**config.mk**
```make
export PLATFORM = sky130hd
export DESIGN_NAME = uart_rx_frame
export DESIGN_NICKNAME = d
export VERILOG_FILES = /design/src/rtl/uart_rx_frame.sv
export SDC_FILE = /design/constraint.sdc
export NUM_CORES = 1
export LEC_CHECK = 0
export CAP_MARGIN = 10
export CORE_UTILIZATION = 52
export CTS_CLUSTER_DIAMETER = 80
export DETAILED_ROUTE_END_ITERATION = 8
export GPL_TIMING_DRIVEN = 1
export PLACE_DENSITY = 0.76
export SLEW_MARGIN = 5
export SYNTH_ARGS = -nofsm -noshare
export SYNTH_HDL_FRONTEND = slang
export SYNTH_SLANG_ARGS = --single-unit
```
**constraint.sdc**
```tcl
create_clock -name CLK -period 2.6 [get_ports CLK]
set_input_delay 0.39 -clock CLK [delete_from_list [all_inputs] [get_ports CLK]]
set_output_delay 0.39 -clock CLK [all_outputs]
set_load 0.02 [all_outputs]
```
**src/rtl/uart_rx_frame.sv**
```systemverilog
// UART receive framer: 3-tap majority oversampling, optional parity, one stop bit.
// Good frames update P_DATA with a one-cycle data_valid; bad frames pulse par_err/stp_err.
module uart_rx_frame #(
    parameter int DATA_WIDTH     = 8,
    parameter int PRESCALE_WIDTH = 6
) (
    input  logic                      CLK,
    input  logic                      RST,
    input  logic                      RX_IN,
    input  logic [PRESCALE_WIDTH-1:0] Prescale,
    input  logic                      PAR_EN,
    input  logic                      PAR_TYP,
    output logic [DATA_WIDTH-1:0]     P_DATA,
    output logic                      data_valid,
    output logic                      par_err,
    output logic                      stp_err
);

    localparam int BW = (DATA_WIDTH > 1) ? $clog2(DATA_WIDTH) : 1;
    localparam logic [BW-1:0] LAST_BIT = BW'(DATA_WIDTH - 1);

    typedef enum logic [2:0] {IDLE, START, DATA, PARITY, STOP, DONE} state_t;

    state_t                    state_q, state_d;
    logic [PRESCALE_WIDTH-1:0] edge_cnt_q, edge_cnt_d;
    logic [PRESCALE_WIDTH-1:0] prescale_q, prescale_d;
    logic [BW-1:0]             bit_cnt_q, bit_cnt_d;
    logic                      par_en_q, par_en_d;
    logic                      par_typ_q, par_typ_d;
    logic [DATA_WIDTH-1:0]     shift_q, shift_d;
    logic                      tap0_q, tap0_d;
    logic                      tap1_q, tap1_d;
    logic                      par_flag_q, par_flag_d;
    logic                      stp_flag_q, stp_flag_d;
    logic [DATA_WIDTH-1:0]     p_data_q, p_data_d;
    logic                      data_valid_q, data_valid_d;
    logic                      par_err_q, par_err_d;
    logic                      stp_err_q, stp_err_d;

    logic [PRESCALE_WIDTH-1:0] half;
    logic                      at_tap0, at_tap1, at_res, at_end, maj;

    always_comb begin
        half    = prescale_q >> 1;
        at_tap0 = (edge_cnt_q == half - PRESCALE_WIDTH'(1));
        at_tap1 = (edge_cnt_q == half);
        at_res  = (edge_cnt_q == half + PRESCALE_WIDTH'(1));
        at_end  = (edge_cnt_q == prescale_q - PRESCALE_WIDTH'(1));
        maj     = (tap0_q & tap1_q) | (tap0_q & RX_IN) | (tap1_q & RX_IN);

        state_d      = state_q;
        edge_cnt_d   = at_end ? '0 : edge_cnt_q + PRESCALE_WIDTH'(1);
        prescale_d   = prescale_q;
        bit_cnt_d    = bit_cnt_q;
        par_en_d     = par_en_q;
        par_typ_d    = par_typ_q;
        shift_d      = shift_q;
        tap0_d       = at_tap0 ? RX_IN : tap0_q;
        tap1_d       = at_tap1 ? RX_IN : tap1_q;
        par_flag_d   = par_flag_q;
        stp_flag_d   = stp_flag_q;
        p_data_d     = p_data_q;
        data_valid_d = 1'b0;
        par_err_d    = 1'b0;
        stp_err_d    = 1'b0;

        case (state_q)
            // DONE doubles as an idle cycle so a start edge landing on it is not lost
            IDLE, DONE: begin
                edge_cnt_d = '0;
                state_d    = IDLE;
                if (!RX_IN) begin
                    state_d    = START;
                    edge_cnt_d = PRESCALE_WIDTH'(1);
                    prescale_d = Prescale;
                    par_en_d   = PAR_EN;
                    par_typ_d  = PAR_TYP;
                    bit_cnt_d  = '0;
                    par_flag_d = 1'b0;
                    stp_flag_d = 1'b0;
                end
            end
            START: begin
                if (at_res && maj) begin
                    state_d    = IDLE;
                    edge_cnt_d = '0;
                end else if (at_end) begin
                    state_d   = DATA;
                    bit_cnt_d = '0;
                end
            end
            DATA: begin
                if (at_res) shift_d = {maj, shift_q[DATA_WIDTH-1:1]};
                if (at_end) begin
                    if (bit_cnt_q == LAST_BIT) begin
                        bit_cnt_d = '0;
                        state_d   = par_en_q ? PARITY : STOP;
                    end else begin
                        bit_cnt_d = bit_cnt_q + BW'(1);
                    end
                end
            end
            PARITY: begin
                if (at_res) par_flag_d = maj ^ (^shift_q) ^ par_typ_q;
                if (at_end) state_d = STOP;
            end
            STOP: begin
                if (at_res) stp_flag_d = ~maj;
                if (at_end) begin
                    state_d      = DONE;
                    data_valid_d = ~par_flag_q & ~stp_flag_q;
                    par_err_d    = par_flag_q;
                    stp_err_d    = stp_flag_q;
                    if (~par_flag_q & ~stp_flag_q) p_data_d = shift_q;
                end
            end
            default: begin
                state_d    = IDLE;
                edge_cnt_d = '0;
            end
        endcase
    end

    always_ff @(posedge CLK or negedge RST) begin
        if (!RST) begin
            state_q      <= IDLE;
            edge_cnt_q   <= '0;
            prescale_q   <= '0;
            bit_cnt_q    <= '0;
            par_en_q     <= 1'b0;
            par_typ_q    <= 1'b0;
            shift_q      <= '0;
            tap0_q       <= 1'b1;
            tap1_q       <= 1'b1;
            par_flag_q   <= 1'b0;
            stp_flag_q   <= 1'b0;
            p_data_q     <= '0;
            data_valid_q <= 1'b0;
            par_err_q    <= 1'b0;
            stp_err_q    <= 1'b0;
        end else begin
            state_q      <= state_d;
            edge_cnt_q   <= edge_cnt_d;
            prescale_q   <= prescale_d;
            bit_cnt_q    <= bit_cnt_d;
            par_en_q     <= par_en_d;
            par_typ_q    <= par_typ_d;
            shift_q      <= shift_d;
            tap0_q       <= tap0_d;
            tap1_q       <= tap1_d;
            par_flag_q   <= par_flag_d;
            stp_flag_q   <= stp_flag_d;
            p_data_q     <= p_data_d;
            data_valid_q <= data_valid_d;
            par_err_q    <= par_err_d;
            stp_err_q    <= stp_err_d;
        end
    end

    assign P_DATA     = p_data_q;
    assign data_valid = data_valid_q;
    assign par_err    = par_err_q;
    assign stp_err    = stp_err_q;

endmodule

```
==> results of run 1 <==
==> flip-flops by register name, indices dropped and copies added (netlist names) <==
name / count
tap0_q: 1
data_valid: 1
par_en_q: 1
stp_err: 1
prescale_q: 6
par_typ_q: 1
par_flag_q: 1
tap1_q: 1
stp_flag_q: 1
shift_q: 8
par_err: 1
edge_cnt_q: 6
P_DATA: 8
state_q: 3
bit_cnt_q: 3
==> report_power, final <==
part | internal, µW | switching (µW) | leakage (µW)
sequential | 692 | 29.9 | 0.000565
combinational | 111 | 127 | 0.000704
clock | 188 | 231 | 0.0000412
==> cells in the final DEF (no fill, tap or decap), types with 2 or more instances in the layout <==
master           Yosys  routed
a21oi_1              5       5
dfstp_2              2       2
xnor2_1             19      19
nor2b_1              5       5
ha_1                 7       6
nor2_1              16      16
or3_1                2       2
and3_1               2       2
dfrtp_1             41      41
xor2_1              10      10
nand3b_1             2       2
nor3_1               2       2
and2_1               3       3
mux2_2              12      12
o22ai_1              2       2
nand2_1             23      23
mux2_4               8       8
o21ai_0             11      11
nand4_1              3       3
inv_2                0       2
clkbuf_8             0       5
inv_1               12      10
buf_4                1       8
clkdlybuf4s50_1      0      20
nand3_1              9       9
nand2b_1             2       2
==> kinds of logic (layout without fill, tap and decap cells) <==
group,Yosys count,in the layout,share of synthesized area (%)
mux,21,21,10.7
fa+ha+maj,8,8,3.95
flops,43,43,43.6
simple gates,78,78,16.9
compound gates,33,33,9.05
xor+xnor,30,30,10.9
buf+inv,24,49,4.86
==> per-stage QoR <==
| step | power [µW] | instance area (µm²) |
|---|---|---|
| detailed placement | 970 | 2740 |
| global placement | 962 | 2740 |
| floorplan | 896 | 2490 |
| CTS | 1380 | 2830 |
| finish | 1380 | 2840 |
| global route | 1450 | 2840 |
==> routing by layer <==
metal | track usage, % | vias to the layer above
met5 | 0 | -
met4 | 8.67 | 0
met3 | 5.41 | 8
met2 | 32.8 | 38
met1 | 26.8 | 842
li1 | - | 855
==> worst min path at each step <==
| stage | slack, ns | endpoint |
|---|---|---|
| 2_1_floorplan | 0.09 | P_DATA[0]$_DFFE_PN0P_ |
| 3_3_place_gp | 0.47 | bit_cnt_q[0]$_DFFE_PN0P_ |
| 3_5_place_dp | 0.48 | state_q[1]$_DFFE_PN0P_ |
| 4_1_cts | 0.26 | state_q[0]$_DFFE_PN0P_ |
| 5_1_grt | 0.33 | P_DATA[1]$_DFFE_PN0P_ |
| 6_report | 0.23 | P_DATA[4]$_DFFE_PN0P_ |
==> final cells by class <==
type / instances / area [µm²]
clock inverter: 2 / 12.5
clock buffer: 6 / 72.6
inverter: 12 / 45.0
sequential: 43 / 1080
tap: 52 / 65.1
timing repair buffer: 29 / 265
fill: 364 / 1640
multi-input combinational: 170 / 1300
==> results.md, run 1 <==
* Status: complete, but fails checks
* Failing checks: DRC
* Distinct cells, synth at 54
* Wire length on met2 at around 2.3 mm
* Mapped Cells at 237
* Max_cap viols at 0
* Final setup TNS at 0 ns
* Peak VDD IR at 0.339 mV
* CP cell instances: nor3_2 > nand2_1 > mux2_2 > a211o_1 > a2111oi_1 > mux2_2
* Period utilization at 93.9%
* Highest metal layer with signal wires: met4
* Clock-pin slew on the worst setup and hold paths at roughly 0.090 ns
* Starting DRC count in detailed routing at 89
* P&R area growth vs syn at 14.6%
* Tightest Hold Check Type: input pin to async pin
* Final ANT Viol Nets at 0
* Die Span X at approximately 71 µm
* Post-CTS sizing at 0
* GPL Wtd Cong at 0.838
* CP Max Fanout at 9
* Io pins at 22
* Arr. time, crit path at about 2.7 ns
* Hold_buf cts at 0
* Layout cell share with drive strength beyond 1 at around a fifth
* Cell Pwr Density at between 400 and 500 nW/µm²
* Num CTS Buffers at 5
* Worst setup path startpoint: prescale_q[3]$_DFFE_PN0P_
* Synth area leader: dfrtp_1
* Final hold vios at 0
* Max-slew violations at 0
* Ys async rst share at 100%
* Gr ovfl total at 0
* Routed len/inst at 14.9 µm
* Initial antenna violation count at 0
* Initial core utilization at between 50% and 60%
* Delay-heaviest family, CP: compound AO/OA/AOI/OAI gates
* H-Tree Level Count at 2
* Placeable Area at about 4500 µm²
* Top cell type's share of synthesized area at between 40% and 50%
* Port bufs at 21
* Buffer and inverter count on the worst path at 0
* Slowest-stage cell, CP: dfrtp_1
* Seq cells post-synth at between 40 and 50
* TritonCTS clock tree: done
* Worst-Skew Late Latency at 0.30 ns
* Clock Skew at around 0.012 ns
* Post-synthesis sequential area ratio at a little over two fifths
* Fmax at around 410 MHz
* Worst Tran Pin Value at between 0.9 and 1 ns
* Mean area per synthesized cell at 10.4 µm²
* Clk buf depth at 2
* Cell Area, Synth at roughly 2500 µm²
* Total GRT Usage at approximately a fifth
* Area of the die at slightly above 5000 µm²
* Required time worst endpoint at between 2 and 3 ns
* Fin cells at roughly 310
* Via density at about 5.6
* First-pass GRT wire length at ~8 mm
* Post-synth EDFFs at 0
* Synth area leaders: dfrtp_1, xnor2_1, mux2_2, mux2_4, ha_1
* Total routed wirelength at around 4.7 mm
* Crit path capture type: flop
* Overall die height at approximately 71 µm
* Pleak at about 0.0013 µW
* Largest net degree at the start of global routing at 44
* Hold WS at 0.229 ns
* CP most frequent cell: mux2_2
* Total setup buffers inserted after CTS at 0
* Count leader, synth: dfrtp_1
* CP Launch Type: flop
* Root Buffer: clkbuf_8
* Hpwl dp at 3.37 mm
* ANT cells at 0
* Setup WS post-layout at around 0.16 ns
* Critical Path Max Stage Delay at 0.54 ns
* Critical path endpoint: tap0_q$_DFFE_PN1N_
* Synth warn at 0
* WP depth at 6
* R2r endpoint: tap0_q$_DFFE_PN1N_
* Placed instance count at a little over 300
* Final core utilization at a little under two thirds
* Clk sinks at 43
* DR WL met3 at between 150 and 200 µm
* Fin crit period at about 2.4 ns
* Critical path class: flop to flop
* Final nets at ~280
* Relative slew margins at around two fifths
* RSZ-0062 raised after global routing: false
* Post-Syn Nets at 255
* Setup Slack @ Placement at around 0.077 ns
* Routed metal-1 wire length at approximately 2.2 mm
* Reg-to-reg slack, setup at ~0.16 ns
* Main synth FF type: dfrtp_1
* Reg2reg start: prescale_q[3]$_DFFE_PN0P_
* Via Count at 1743
* First drt pass iteration count at 8
* Reg2reg path depth at 6
* Vias in the first global route at 1708
* DRC at 4
* Most frequent cells after synthesis: dfrtp_1, nand2_1, xnor2_1, nor2_1
* Cell Rows at 24
* Final setup viols at 0
(Power assumes the default switching activity.)
==> inputs of run 2 (changes only) <==
TNS_END_PERCENT = 30   (was default)
==> results of run 2 <==
The final DEF is identical to that of run 1; final timing and power are the same.
